$ cat src/rtl/bcd_pkg.sv
// Shared BCD definitions: digit type, decade limits and a validity check.
package bcd_pkg;

  typedef logic [3:0] bcd_digit_t;

  localparam bcd_digit_t BCD_MAX = 4'd9;
  localparam bcd_digit_t BCD_MIN = 4'd0;

  function automatic logic bcd_valid(input bcd_digit_t nibble);
    return nibble <= BCD_MAX;
  endfunction

endpackage

$ cat src/rtl/bcd_digit_cell.sv
// One BCD decade: combinational next value with ripple carry/borrow out and
// sanitised parallel load.
module bcd_digit_cell
  import bcd_pkg::*;
(
  input  logic [3:0] cur,
  input  logic       step_in,
  input  logic       up_down,
  input  logic       load,
  input  logic [3:0] load_nib,
  output logic [3:0] nxt,
  output logic       step_out,
  output logic       nib_err
);

  // Load dominates; an out-of-range nibble is replaced by zero so the count
  // can never hold a non-decimal digit.
  always_comb begin
    nxt      = cur;
    step_out = 1'b0;
    nib_err  = 1'b0;
    if (load) begin
      nib_err = !bcd_valid(load_nib);
      nxt     = nib_err ? BCD_MIN : load_nib;
    end else if (step_in) begin
      if (up_down) begin
        if (cur == BCD_MAX) begin
          nxt      = BCD_MIN;
          step_out = 1'b1;
        end else begin
          nxt = cur + 4'd1;
        end
      end else begin
        if (cur == BCD_MIN) begin
          nxt      = BCD_MAX;
          step_out = 1'b1;
        end else begin
          nxt = cur - 4'd1;
        end
      end
    end
  end

endmodule

$ cat src/rtl/bcd_updown_counter_n.sv
// Multi-decade BCD up/down counter with load, enable, wrap/saturate mode,
// combinational terminal count and a one-cycle load-error flag.
module bcd_updown_counter_n
  import bcd_pkg::*;
#(
  parameter int DIGITS   = 4,
  parameter bit SATURATE = 1'b0
) (
  input  logic                clk,
  input  logic                reset,
  input  logic                en,
  input  logic                up_down,
  input  logic                load,
  input  logic [4*DIGITS-1:0] load_val,
  output logic [4*DIGITS-1:0] count,
  output logic                tc,
  output logic                load_err
);

  localparam int W = 4 * DIGITS;
  localparam logic [W-1:0] ALL_NINES = {DIGITS{BCD_MAX}};

  logic [DIGITS:0]   step;
  logic [W-1:0]      count_nxt;
  logic [DIGITS-1:0] nib_err;

  assign step[0] = en;

  for (genvar i = 0; i < DIGITS; i++) begin : g_digit
    bcd_digit_cell u_cell (
      .cur      (count[4*i +: 4]),
      .step_in  (step[i]),
      .up_down  (up_down),
      .load     (load),
      .load_nib (load_val[4*i +: 4]),
      .nxt      (count_nxt[4*i +: 4]),
      .step_out (step[i+1]),
      .nib_err  (nib_err[i])
    );
  end

  assign tc = en & ((up_down & (count == ALL_NINES)) | (~up_down & (count == '0)));

  // A carry/borrow out of the top decade marks a step at the terminal value;
  // in saturate mode that step is suppressed so the count holds.
  always_ff @(posedge clk or negedge reset) begin
    if (!reset) begin
      count    <= '0;
      load_err <= 1'b0;
    end else begin
      load_err <= |nib_err;
      if (!(SATURATE && step[DIGITS]))
        count <= count_nxt;
    end
  end

endmodule

$ cat config.mk
export PLATFORM = sky130hd
export DESIGN_NAME = bcd_updown_counter_n
export DESIGN_NICKNAME = d
export VERILOG_FILES = /design/src/rtl/bcd_pkg.sv /design/src/rtl/bcd_digit_cell.sv /design/src/rtl/bcd_updown_counter_n.sv
export SDC_FILE = /design/constraint.sdc
export NUM_CORES = 1
export LEC_CHECK = 0
export ABC_CLOCK_PERIOD_IN_PS = 2200
export BUFFER_PORTS_ARGS = -buffer_cell sky130_fd_sc_hd__buf_2
export CORE_UTILIZATION = 35
export CTS_CLUSTER_DIAMETER = 200
export DETAILED_ROUTE_END_ITERATION = 8
export GPL_TIMING_DRIVEN = 0
export PLACE_DENSITY_LB_ADDON = 0.1
export SLEW_MARGIN = 10
export SYNTH_ARGS = -nofsm -noshare
export SYNTH_HDL_FRONTEND = slang
export SYNTH_SLANG_ARGS = --single-unit
export TNS_END_PERCENT = 20
$ cat constraint.sdc
create_clock -name clk -period 2.2 [get_ports clk]
set_input_delay 0.33 -clock clk [delete_from_list [all_inputs] [get_ports clk]]
set_output_delay 0.33 -clock clk [all_outputs]
set_load 0.05 [all_outputs]
Yosys cells after proc, flatten, opt, wreduce, memory -nomap -nowiden:

Cells that the tools add are included.

* register bits: 17
* bits of input ports: 21
* word-level logic and storage cells: 84

* add/subtract/negate cells: 8
* order comparisons: 4
* equality and inequality tests: 5
* mux-type cells: 43
* bitwise operators: 5
* reductions and logical operators: 14

Operator list (count)
* $mux 4: 24
* $mux 1: 19
* $add 4x1->4 const B: 4
* $eq 16x16->1 const B: 1
* $eq 4x4->1 const B: 4
* $le 4x4->1 const B: 4
* $logic_not 16->1: 1
* $logic_not 4->1: 4
* $sub 4x1->4 const B: 4
* $reduce_bool 2->1: 4
* $logic_not 1->1: 4
* $reduce_or 4->1: 1
* $and 1x1->1: 3
* $not 1->1: 1
* $or 1x1->1: 1

Longest topological paths before layout:

Gate-level depths: netlist (run 1).

* depth in word-level cells: 11
* mapped depth: 8
* depth with buffers taken out: 5

Modules after synthesis:

Synthesis (run 1) repeated with hierarchy kept, for this count alone.

* cell total of the unflattened synthesis: 208
* area, all modules: 1690.4 sq um

By module, submodules not included
* bcd_digit_cell: times used 4, cells an instance 45, area each 294.0 sq um
* bcd_updown_counter_n: times used 1, cells an instance 28, area each 514.2 sq um

Worst setup path after synthesis (run 1):

OpenSTA, ideal clock, no wires.

* path type: reg2out
* start point: register count[4]
* end point: output port tc
* data arrival time: 2.312 ns
* data required time: 1.870 ns
* path slack: -0.442 ns
* cell stages (with the launch flop): 5
* buffers on the path: 1
* cells stage by stage: dfrtp_1 clkbuf_1 nand4_1 or4_1 a21oi_1

* word-level cells in the longest chain between the ends: 4
* elaborated cells between the ends (all ways): 6
* those cells by class: 1 x eq/ne; 4 x bitwise; 1 x reduce/logical

Ends and longest elaborated chain
* from (decl): line bcd_updown_counter_n.sv:15 `output logic [4*DIGITS-1:0] count,`
* from (signal assigned): line bcd_updown_counter_n.sv:53 `count <= count_nxt;`
* $eq 16x16->1 or $logic_not 16->1 (tied branches): line bcd_updown_counter_n.sv:42 `assign tc = en & ((up_down & (count == ALL_NINES)) | (~up_down & (count == '0)));`
* $and 1x1->1: line bcd_updown_counter_n.sv:42
* $or 1x1->1 (*): line bcd_updown_counter_n.sv:42
* $and 1x1->1 (*): line bcd_updown_counter_n.sv:42
* to (decl): line bcd_updown_counter_n.sv:16 `output logic tc,`

Mark *: on every way between the ends. The rest lies on a longest branch, timed or not.

Worst setup path in the final report (run 1):

Ends and elaborated chain as after synthesis.

==> impl_metrics.json, run 1 <==
{
  "status": "complete, but fails checks",
  "violations": "negative hold slack",
  "yosysSeqAreaShare": 0.269,
  "nFillCells": 461,
  "routedWlPerCell_um": 14.4,
  "die_y_um": 69.2,
  "place.port_buffers": 37,
  "holdWs_ns": -0.00902,
  "clock_tree.htree_level_count": 1,
  "crit_fanout": 16,
  "core_region_area_um2": 4350,
  "drive_above_1_share": 0.272,
  "grt_pass1_wl_mm": 7.21,
  "cellLeakagePower_nw": 0.783,
  "dr.pass1.iters": 4,
  "drtIter0Drc": 144,
  "worst_path_max_delay_cell": "or4_4",
  "finClkSkew_ns": 0.00222,
  "crit_path_end_kind": "output pin",
  "wirelength_mm": 4.35,
  "gr-usage-met3": 0.0218,
  "crit_path_start": "count[4]$_DFFE_PN0P_",
  "yosysWarningCount": 0,
  "critical_path_buf_inv_count": 1,
  "worstRegToRegCells": 7,
  "finalSetupTns_ns": 0,
  "cap_violations": 0,
  "fin_crit_ns": 2.14,
  "antenna_found_initial": 0,
  "num_rows": 24,
  "synthCells": 210,
  "worstPathArrival_ns": 1.81,
  "postSynthAreaPerCell_um2": 7.53,
  "ctsRootBufferMaster": "clkbuf_8",
  "syn-num-nets": 231,
  "synth_area_um2": 1580,
  "clkLatencyLatePin_ns": 0.26,
  "start_kind": "register",
  "met2_usage": 0.290,
  "use_met1": 0.271,
  "irDropWorstVdd_v": 0.000273,
  "place_area_um2": 1850,
  "slew_headroom": 0.653,
  "die_x_um": 69.2,
  "slew_violations": 0,
  "busiest_layer": "met2",
  "powerDensity_nw_per_um2": 592,
  "synth_edf_count": 0,
  "drt-vias-per-instance": 5.52,
  "diodes": 0,
  "grt.total_usage": 0.187,
  "cp_top_family": "simple AND/OR/NAND/NOR gates",
  "gr-total-overflow": 0,
  "area_delta_synth_final_pct": 21.6,
  "holdCritPathClass": "in -> async",
  "drc": 0,
  "hold_violations": 17,
  "reg2reg_setup_slack_ns": 0.16,
  "place_inst": 299,
  "hpwl_mm": 3.25,
  "grt_max_degree": 18,
  "worst_pin_slew_ns": 0.520,
  "first_global_vias": 1466,
  "clock_tree.buffer_depth": 2,
  "final_cells": 302,
  "max_stage_delay_ns": 0.54,
  "detail-route-antenna-nets": 0,
  "grt_setup_unrepaired": "false",
  "fmax_mhz": 468,
  "finalSetupViolCount": 0,
  "fp.dieArea_um2": 4790,
  "start_util": 0.363,
  "cts_buffers": 3,
  "cp.required_ns": 1.87,
  "crit_chain": "nand4_1 > or4_4 > a21oi_4 > buf_6",
  "finalCritPeriodShare": 0.971,
  "clk_pin_slew_ns": 0.07,
  "routabilityCongestion": 0.759,
  "ys.flop_type": "dfrtp_1",
  "nets": 272,
  "synth-async-reset-ratio": 1.00,
  "io_pins": 39,
  "reg2reg_to": "count[13]$_DFFE_PN0P_",
  "num_vias": 1667,
  "cts_sinks": 17,
  "ys_types": 50,
  "reg2reg_from": "count[3]$_DFFE_PN0P_",
  "tritoncts": "done",
  "hold_buffers": 0,
  "criticalPathCategory": "reg -> out",
  "post-route-cell-area_um2": 1920,
  "yosys_register_bits": 17
}
[cell families after synthesis]
kind of cell | count (synthesis) | synth area share
AND/OR/NAND/NOR | 87 | 0.293
buffers and inverters | 30 | 0.0862
flip-flops | 17 | 0.269
multiplexers | 9 | 0.0578
XOR/XNOR | 7 | 0.0388
AO/OA/AOI/OAI | 60 | 0.256
[how the worst max path moves through the flow]
| stage | end | slack, ns | cells after the start |
|---|---|---|---|
| floorplan | tc | -0.05 | 4 |
| global placement | count[13]$_DFFE_PN0P_ | -0.07 | 7 |
| detailed placement | count[13]$_DFFE_PN0P_ | -0.08 | 7 |
| CTS | tc | -0.01 | 5 |
| global route | tc | 0.005 | 4 |
| finish | tc | 0.06 | 4 |
[through the flow]
stage | util | worst slack [ns] | power [mW] | hold WS (ns)
2_1_floorplan | - | -0.0536 | 0.759 | 0.0344
3_3_place_gp | 0.424 | -0.0741 | 0.888 | 0.294
3_5_place_dp | 0.424 | -0.0762 | 0.885 | 0.290
4_1_cts | 0.440 | -0.0125 | 1.15 | 0.00910
5_1_grt | 0.442 | 0.00510 | 1.21 | 0.0176
6_report | 0.442 | 0.0646 | 1.14 | -0.00902
[area by class of cell]
type,count,area (um^2),share of cell area
multi-input combinational,163,1030,0.538
clock buffer,4,45.0,0.0234
timing repair buffer,38,199,0.103
inverter,6,22.5,0.0117
sequential,17,430,0.224
tap,52,65.1,0.0338
buffer,22,126,0.0657
[cells in the mapped netlist (6+ instances only)]
| library cell | n | area, um^2 |
|---|---|---|
| nor2_1 | 20 | 75.1 |
| o21ai_0 | 20 | 100 |
| dfrtp_1 | 17 | 425 |
| nand2_1 | 15 | 56.3 |
| nand3_1 | 14 | 70.1 |
| clkbuf_1 | 12 | 45.0 |
| o22ai_1 | 9 | 56.3 |
| mux2i_1 | 8 | 80.1 |
| a21oi_1 | 7 | 35.0 |
| buf_2 | 7 | 35.0 |
| xnor2_1 | 7 | 61.3 |
| inv_1 | 6 | 22.5 |
[layout by cell type (no fill, tap or decap), types with 2 or more instances in the layout]
| cell | instances |
|---|---|
| clkbuf_1 | 9 |
| inv_1 | 6 |
| nand2_1 | 15 |
| a22oi_1 | 4 |
| xnor2_1 | 7 |
| dfrtp_2 | 4 |
| nor2_1 | 20 |
| buf_6 | 4 |
| nor4_1 | 2 |
| o22ai_1 | 9 |
| clkbuf_8 | 3 |
| and2_1 | 3 |
| nand3_1 | 14 |
| a31oi_1 | 2 |
| mux2i_1 | 8 |
| buf_1 | 2 |
| buf_4 | 5 |
| nand4_1 | 2 |
| a21oi_1 | 6 |
| buf_2 | 41 |
| and3_1 | 3 |
| or2_2 | 2 |
| nand4b_1 | 2 |
| nor2b_1 | 4 |
| a221o_1 | 4 |
| o211ai_1 | 2 |
| nor3_1 | 5 |
| o21ai_0 | 20 |
| dfrtp_1 | 13 |
| nand3b_1 | 5 |
| nand2b_1 | 2 |
[flip-flops by register name, indices dropped and copies added (netlist names)]
signal    count
load_err      1
count        16
[layer usage]
metal	vias to the layer above	share of wire
li1	846	-
met1	777	0.51
met5	-	0
met3	4	0.031
met4	0	0.0087
met2	40	0.45
[where the power goes]
part / internal, mW / switching (mW) / leakage [nW]
Combinational: 0.179 / 0.328 / 0.546
Sequential: 0.345 / 0.0381 / 0.214
Clock: 0.129 / 0.119 / 0.0228
[timing repair]
| item | 4_1_cts | 5_1_grt |
|---|---|---|
| setup endpoints to repair | 3 | 1 |
| gates resized for setup | 7 | 10 |
| pin swaps | 1 | 1 |
| endpoints found under the hold margin | 0 | 0 |
| buffers inserted | 1 | 0 |
Note: power is estimated with default switching activity, not from simulation.
==> run 2: changes to the inputs <==
RECOVER_POWER = 100   (was unset)
==> run 2 against run 1 <==
The flow now finishes without violations. Final cell count unchanged. Non-clock buffer count is the same. Worst hold slack gained 0.21 ns. Critical path depth unchanged. Power fell by 1.2%. Global-route usage is the same. Sequential power about the same. Maximum frequency grew 0.11%. Largest cell class unchanged. Highest routed layer unchanged.
==> impl_metrics.json, run 2 (synthesis gave the netlist of run 1 again) <==
{
  "status": "complete, no violations",
  "diodes": 0,
  "routabilityCongestion": 0.759,
  "area_delta_synth_final_pct": 19.5,
  "gr-total-overflow": 0,
  "detail-route-antenna-nets": 0,
  "reg2reg_setup_slack_ns": 0.15,
  "clock_tree.buffer_depth": 2,
  "antenna_found_initial": 0,
  "powerDensity_nw_per_um2": 595,
  "drc": 0,
  "num_rows": 24,
  "largest_registers": "count x16, load_err x1",
  "nets": 272,
  "die_x_um": 69.2,
  "hpwl_mm": 3.25,
  "fp.dieArea_um2": 4790,
  "holdCritPathClass": "in -> async",
  "routedWlPerCell_um": 14.3,
  "fin_crit_ns": 2.13,
  "grt.total_usage": 0.187,
  "fmax_mhz": 469,
  "irDropWorstVdd_v": 0.000268,
  "hold_buffers": 0,
  "crit_path_start": "count[4]$_DFFE_PN0P_",
  "nFillCells": 473,
  "finalCritPeriodShare": 0.970,
  "largest_reg_flops": 16,
  "final_cell_mix": "clkbuf_1 (31), buf_2 (21), o21ai_0 (20), nor2_1 (20), nand2_1 (15)",
  "core_region_area_um2": 4350,
  "cp.required_ns": 1.87,
  "grt_max_degree": 18,
  "finalSetupViolCount": 0,
  "place.port_buffers": 37,
  "crit_path_end_kind": "output pin",
  "io_pins": 39,
  "die_y_um": 69.2,
  "drive_above_1_share": 0.184,
  "top_register": "count",
  "start_util": 0.363,
  "worstPathArrival_ns": 1.80,
  "num_vias": 1672,
  "worst_pin_slew_ns": 0.961,
  "clkLatencyLatePin_ns": 0.25,
  "drtIter0Drc": 175,
  "clk_pin_slew_ns": 0.07,
  "cts_buffers": 3,
  "cap_violations": 0,
  "tritoncts": "done",
  "clock_tree.htree_level_count": 1,
  "drt-vias-per-instance": 5.54,
  "start_kind": "register",
  "reg2reg_from": "count[3]$_DFFE_PN0P_",
  "finClkSkew_ns": 0.000769,
  "cts_sinks": 17,
  "cellLeakagePower_nw": 0.707,
  "ctsRootBufferMaster": "clkbuf_8",
  "wirelength_mm": 4.33,
  "grt_pass1_wl_mm": 7.21,
  "post-route-cell-area_um2": 1890,
  "mostFrequentLayoutCell": "clkbuf_1",
  "hold_violations": 0,
  "dr.pass1.iters": 4,
  "first_global_vias": 1466,
  "slew_headroom": 0.359,
  "final_core_util": 0.434,
  "slew_violations": 0,
  "crit_fanout": 16,
  "place_area_um2": 1850,
  "grt_setup_unrepaired": "false",
  "criticalPathCategory": "reg -> out"
}
-- run 2: cell types whose count changed in the layout (fill, tap and decap cells not counted) --
cell,change
clkbuf_1,+22
o31ai_1,+1
buf_1,-1
buf_2,-20
o31ai_2,-1
buf_4,-1
-- run 2: stage by stage --
step | total power [mW] | std cells | TNS [ns] | hold slack, ns | setup slack, ns
floorplan | 0.759 | 210 | -0.0536 | 0.0344 | -0.0536
global route | 1.20 | 302 | 0 | 0.273 | 0.00287
CTS | 1.15 | 303 | -0.0125 | 0.00910 | -0.0125
finish | 1.12 | 302 | 0 | 0.200 | 0.0669
global placement | 0.888 | 299 | -0.123 | 0.294 | -0.0741
detailed placement | 0.885 | 299 | -0.106 | 0.290 | -0.0762
-- run 2: timing repair --
item,CTS,global route
resized for setup,7,10
gates cloned,0,0
endpoints found under the setup margin,3,1
pin swaps,1,1
setup buffers,1,0
-- run 2: routing by layer --
metal / up-vias / global-route usage / routed length (um)
met2: 37 / 0.290 / 1960
met1: 782 / 0.271 / 2210
li1: 849 / - / -
met3: 4 / 0.0218 / 125
met4: 0 / 0.0544 / 38
met5: - / 0 / 0
-- run 2: report_power, final --
part / total [mW] / internal, mW / switching [mW]
registers: 0.384 / 0.345 / 0.0389
clock network: 0.245 / 0.129 / 0.116
logic: 0.495 / 0.168 / 0.327
-- run 2: cell type report --
type	instances	area [um^2]	area share
Multi-Input combinational cell	163	1030	0.545
Sequential cell	17	430	0.228
Timing Repair Buffer	38	175	0.0927
Buffer	22	121	0.0642
Tap cell	52	65.1	0.0344
Clock buffer	4	45.0	0.0238
Inverter	6	22.5	0.0119
-- run 2: worst paths after layout --
path,end,cells after the start
setup / recovery,tc,4
setup reg to reg,count[10]$_DFFE_PN0P_,7
hold reg to reg,count[15]$_DFFE_PN0P_,2
min in group clk,count[5]$_DFFE_PN0P_,2
hold / removal,count[1]$_DFFE_PN0P_,1
max in group asynchronous,count[4]$_DFFE_PN0P_,1
-- run 2: critical path, cell delays in order, from the launching register on --
cell	delay, ns
dfrtp_2	0.52
nand4_1	0.14
or4_4	0.54
a21oi_4	0.17
buf_6	0.17
==> run 3: changes to the inputs <==
MAX_ROUTING_LAYER = met4   (was unset)
==> run 3 against run 2 <==
Clock-buffer cell count did not move. Core utilization unchanged. Wire length about the same. Sequential power about the same. Via count up 0.12%. Non-clock buffer count stayed put. Maximum frequency about the same. Highest routed layer unchanged.
==> impl_metrics.json, run 3 (synthesis gave the netlist of run 1 again) <==
{
  "status": "complete, no violations",
  "largest_registers": "count x16, load_err x1",
  "hold_buffers": 0,
  "p_seq_frac": 0.342,
  "cts_buffers": 3,
  "irDropWorstVdd_v": 0.000268,
  "nets": 272,
  "p_sw_mw": 0.482,
  "grt_pass1_wl_mm": 7.21,
  "start_util": 0.363,
  "worst_pin_slew_ns": 0.962,
  "place_inst": 299,
  "powerDensity_nw_per_um2": 595,
  "finalSetupViolCount": 0,
  "drt-vias-per-instance": 5.54,
  "nFillCells": 473,
  "start_kind": "register",
  "clock_tree.buffer_depth": 2,
  "finalCritPeriodShare": 0.969,
  "busiest_layer": "met2",
  "p_clk_frac": 0.217,
  "grt.total_usage": 0.192,
  "num_vias": 1674,
  "hold_violations": 0,
  "core_region_area_um2": 4350,
  "clock_tree.htree_level_count": 1,
  "clk_pin_slew_ns": 0.07,
  "finalSetupTns_ns": 0,
  "drive_above_1_share": 0.184,
  "largest_reg_flops": 16,
  "criticalPathCategory": "reg -> out",
  "ctsRootBufferMaster": "clkbuf_8",
  "crit_fanout": 16,
  "detail-route-antenna-nets": 0,
  "place.port_buffers": 37,
  "crit_path_end_kind": "output pin",
  "tritoncts": "done",
  "p_comb_frac": 0.441,
  "cp.required_ns": 1.87,
  "gr-usage-met3": 0.0174,
  "holdCritPathClass": "in -> async",
  "num_rows": 24,
  "grt_max_degree": 18,
  "finClkSkew_ns": 0.000755,
  "routabilityCongestion": 0.768,
  "grt_setup_unrepaired": "false",
  "dr.pass1.iters": 4,
  "cap_violations": 0,
  "die_x_um": 69.2,
  "antenna_found_initial": 0,
  "holdWs_ns": 0.200,
  "final_cells": 302,
  "power.total_mw": 1.12,
  "final_cell_mix": "clkbuf_1 (31), buf_2 (21), o21ai_0 (20), nor2_1 (20), nand2_1 (15)",
  "routedWlPerCell_um": 14.3,
  "drc": 0,
  "use_met1": 0.274,
  "drtIter0Drc": 138,
  "io_pins": 39,
  "met2_usage": 0.290,
  "fp.dieArea_um2": 4790,
  "cellLeakagePower_nw": 0.707,
  "fmax_mhz": 469,
  "slew_violations": 0,
  "top_register": "count",
  "slew_headroom": 0.359,
  "clkLatencyLatePin_ns": 0.25,
  "internal-power_mw": 0.642,
  "first_global_vias": 1466,
  "mostFrequentLayoutCell": "clkbuf_1",
  "fin_crit_ns": 2.13,
  "p_sw_frac": 0.429,
  "diodes": 0,
  "gr-total-overflow": 0,
  "hpwl_mm": 3.25,
  "cts_sinks": 17,
  "wirelength_mm": 4.33,
  "area_delta_synth_final_pct": 19.5,
  "die_y_um": 69.2,
  "worstPathArrival_ns": 1.80
}
run 3: cell counts in the layout (fill, tap and decap cells not counted):
No cell type changed its count.
run 3: power groups by stage:
stage	sequential, mW	clock [mW]	combinational, mW
2_1_floorplan	0.486	0	0.273
3_3_place_gp	0.377	0	0.511
3_5_place_dp	0.377	0	0.508
4_1_cts	0.378	0.259	0.509
5_1_grt	0.390	0.272	0.540
6_report	0.384	0.245	0.496
run 3: timing repair:
| action | 4_1_cts | 5_1_grt |
|---|---|---|
| endpoints found under the hold margin | 0 | 0 |
| resized for setup | 7 | 10 |
| pin swaps | 1 | 1 |
| setup endpoints to repair | 3 | 1 |
| setup buffers | 1 | 0 |
run 3: worst paths after layout:
check / cells past startpoint / slack, ns / from / endpoint
max: 4 / 0.07 / count[4]$_DFFE_PN0P_ / tc
min: 1 / 0.20 / reset / count[1]$_DFFE_PN0P_
max reg2reg: 7 / 0.15 / count[3]$_DFFE_PN0P_ / count[10]$_DFFE_PN0P_
min reg2reg: 2 / 0.69 / count[15]$_DFFE_PN0P_ / count[15]$_DFFE_PN0P_
max in group asynchronous: 1 / 1.35 / reset / count[4]$_DFFE_PN0P_
min in group clk: 2 / 0.27 / load_val[7] / count[5]$_DFFE_PN0P_
run 3: cell type report:
| class | instances | area (um^2) | area share |
|---|---|---|---|
| multi-input cells | 163 | 1030 | 0.545 |
| flip-flops and latches | 17 | 430 | 0.228 |
| repair buffers | 38 | 175 | 0.0927 |
| plain buffers | 22 | 121 | 0.0642 |
| well taps | 52 | 65.1 | 0.0344 |
| clock buffers | 4 | 45.0 | 0.0238 |
| inverters | 6 | 22.5 | 0.0119 |
run 3: metrics by stage:
step	utilization	worst slack, ns	area, um^2
floorplan	-	-0.0536	1600
global placement	0.424	-0.0741	1850
detailed placement	0.424	-0.0762	1850
CTS	0.440	-0.0125	1910
global route	0.434	0.00287	1890
finish	0.434	0.0677	1890
run 3: worst max-delay path, cell delays in order, from the launching register on:
cell	delay [ns]
dfrtp_2	0.52
nand4_1	0.14
or4_4	0.54
a21oi_4	0.17
buf_6	0.17
run 3: per-layer routing:
metal	vias up	part of all wire
met5	-	0
met4	0	0.0088
met3	4	0.029
met2	37	0.45
met1	784	0.51
li1	849	-
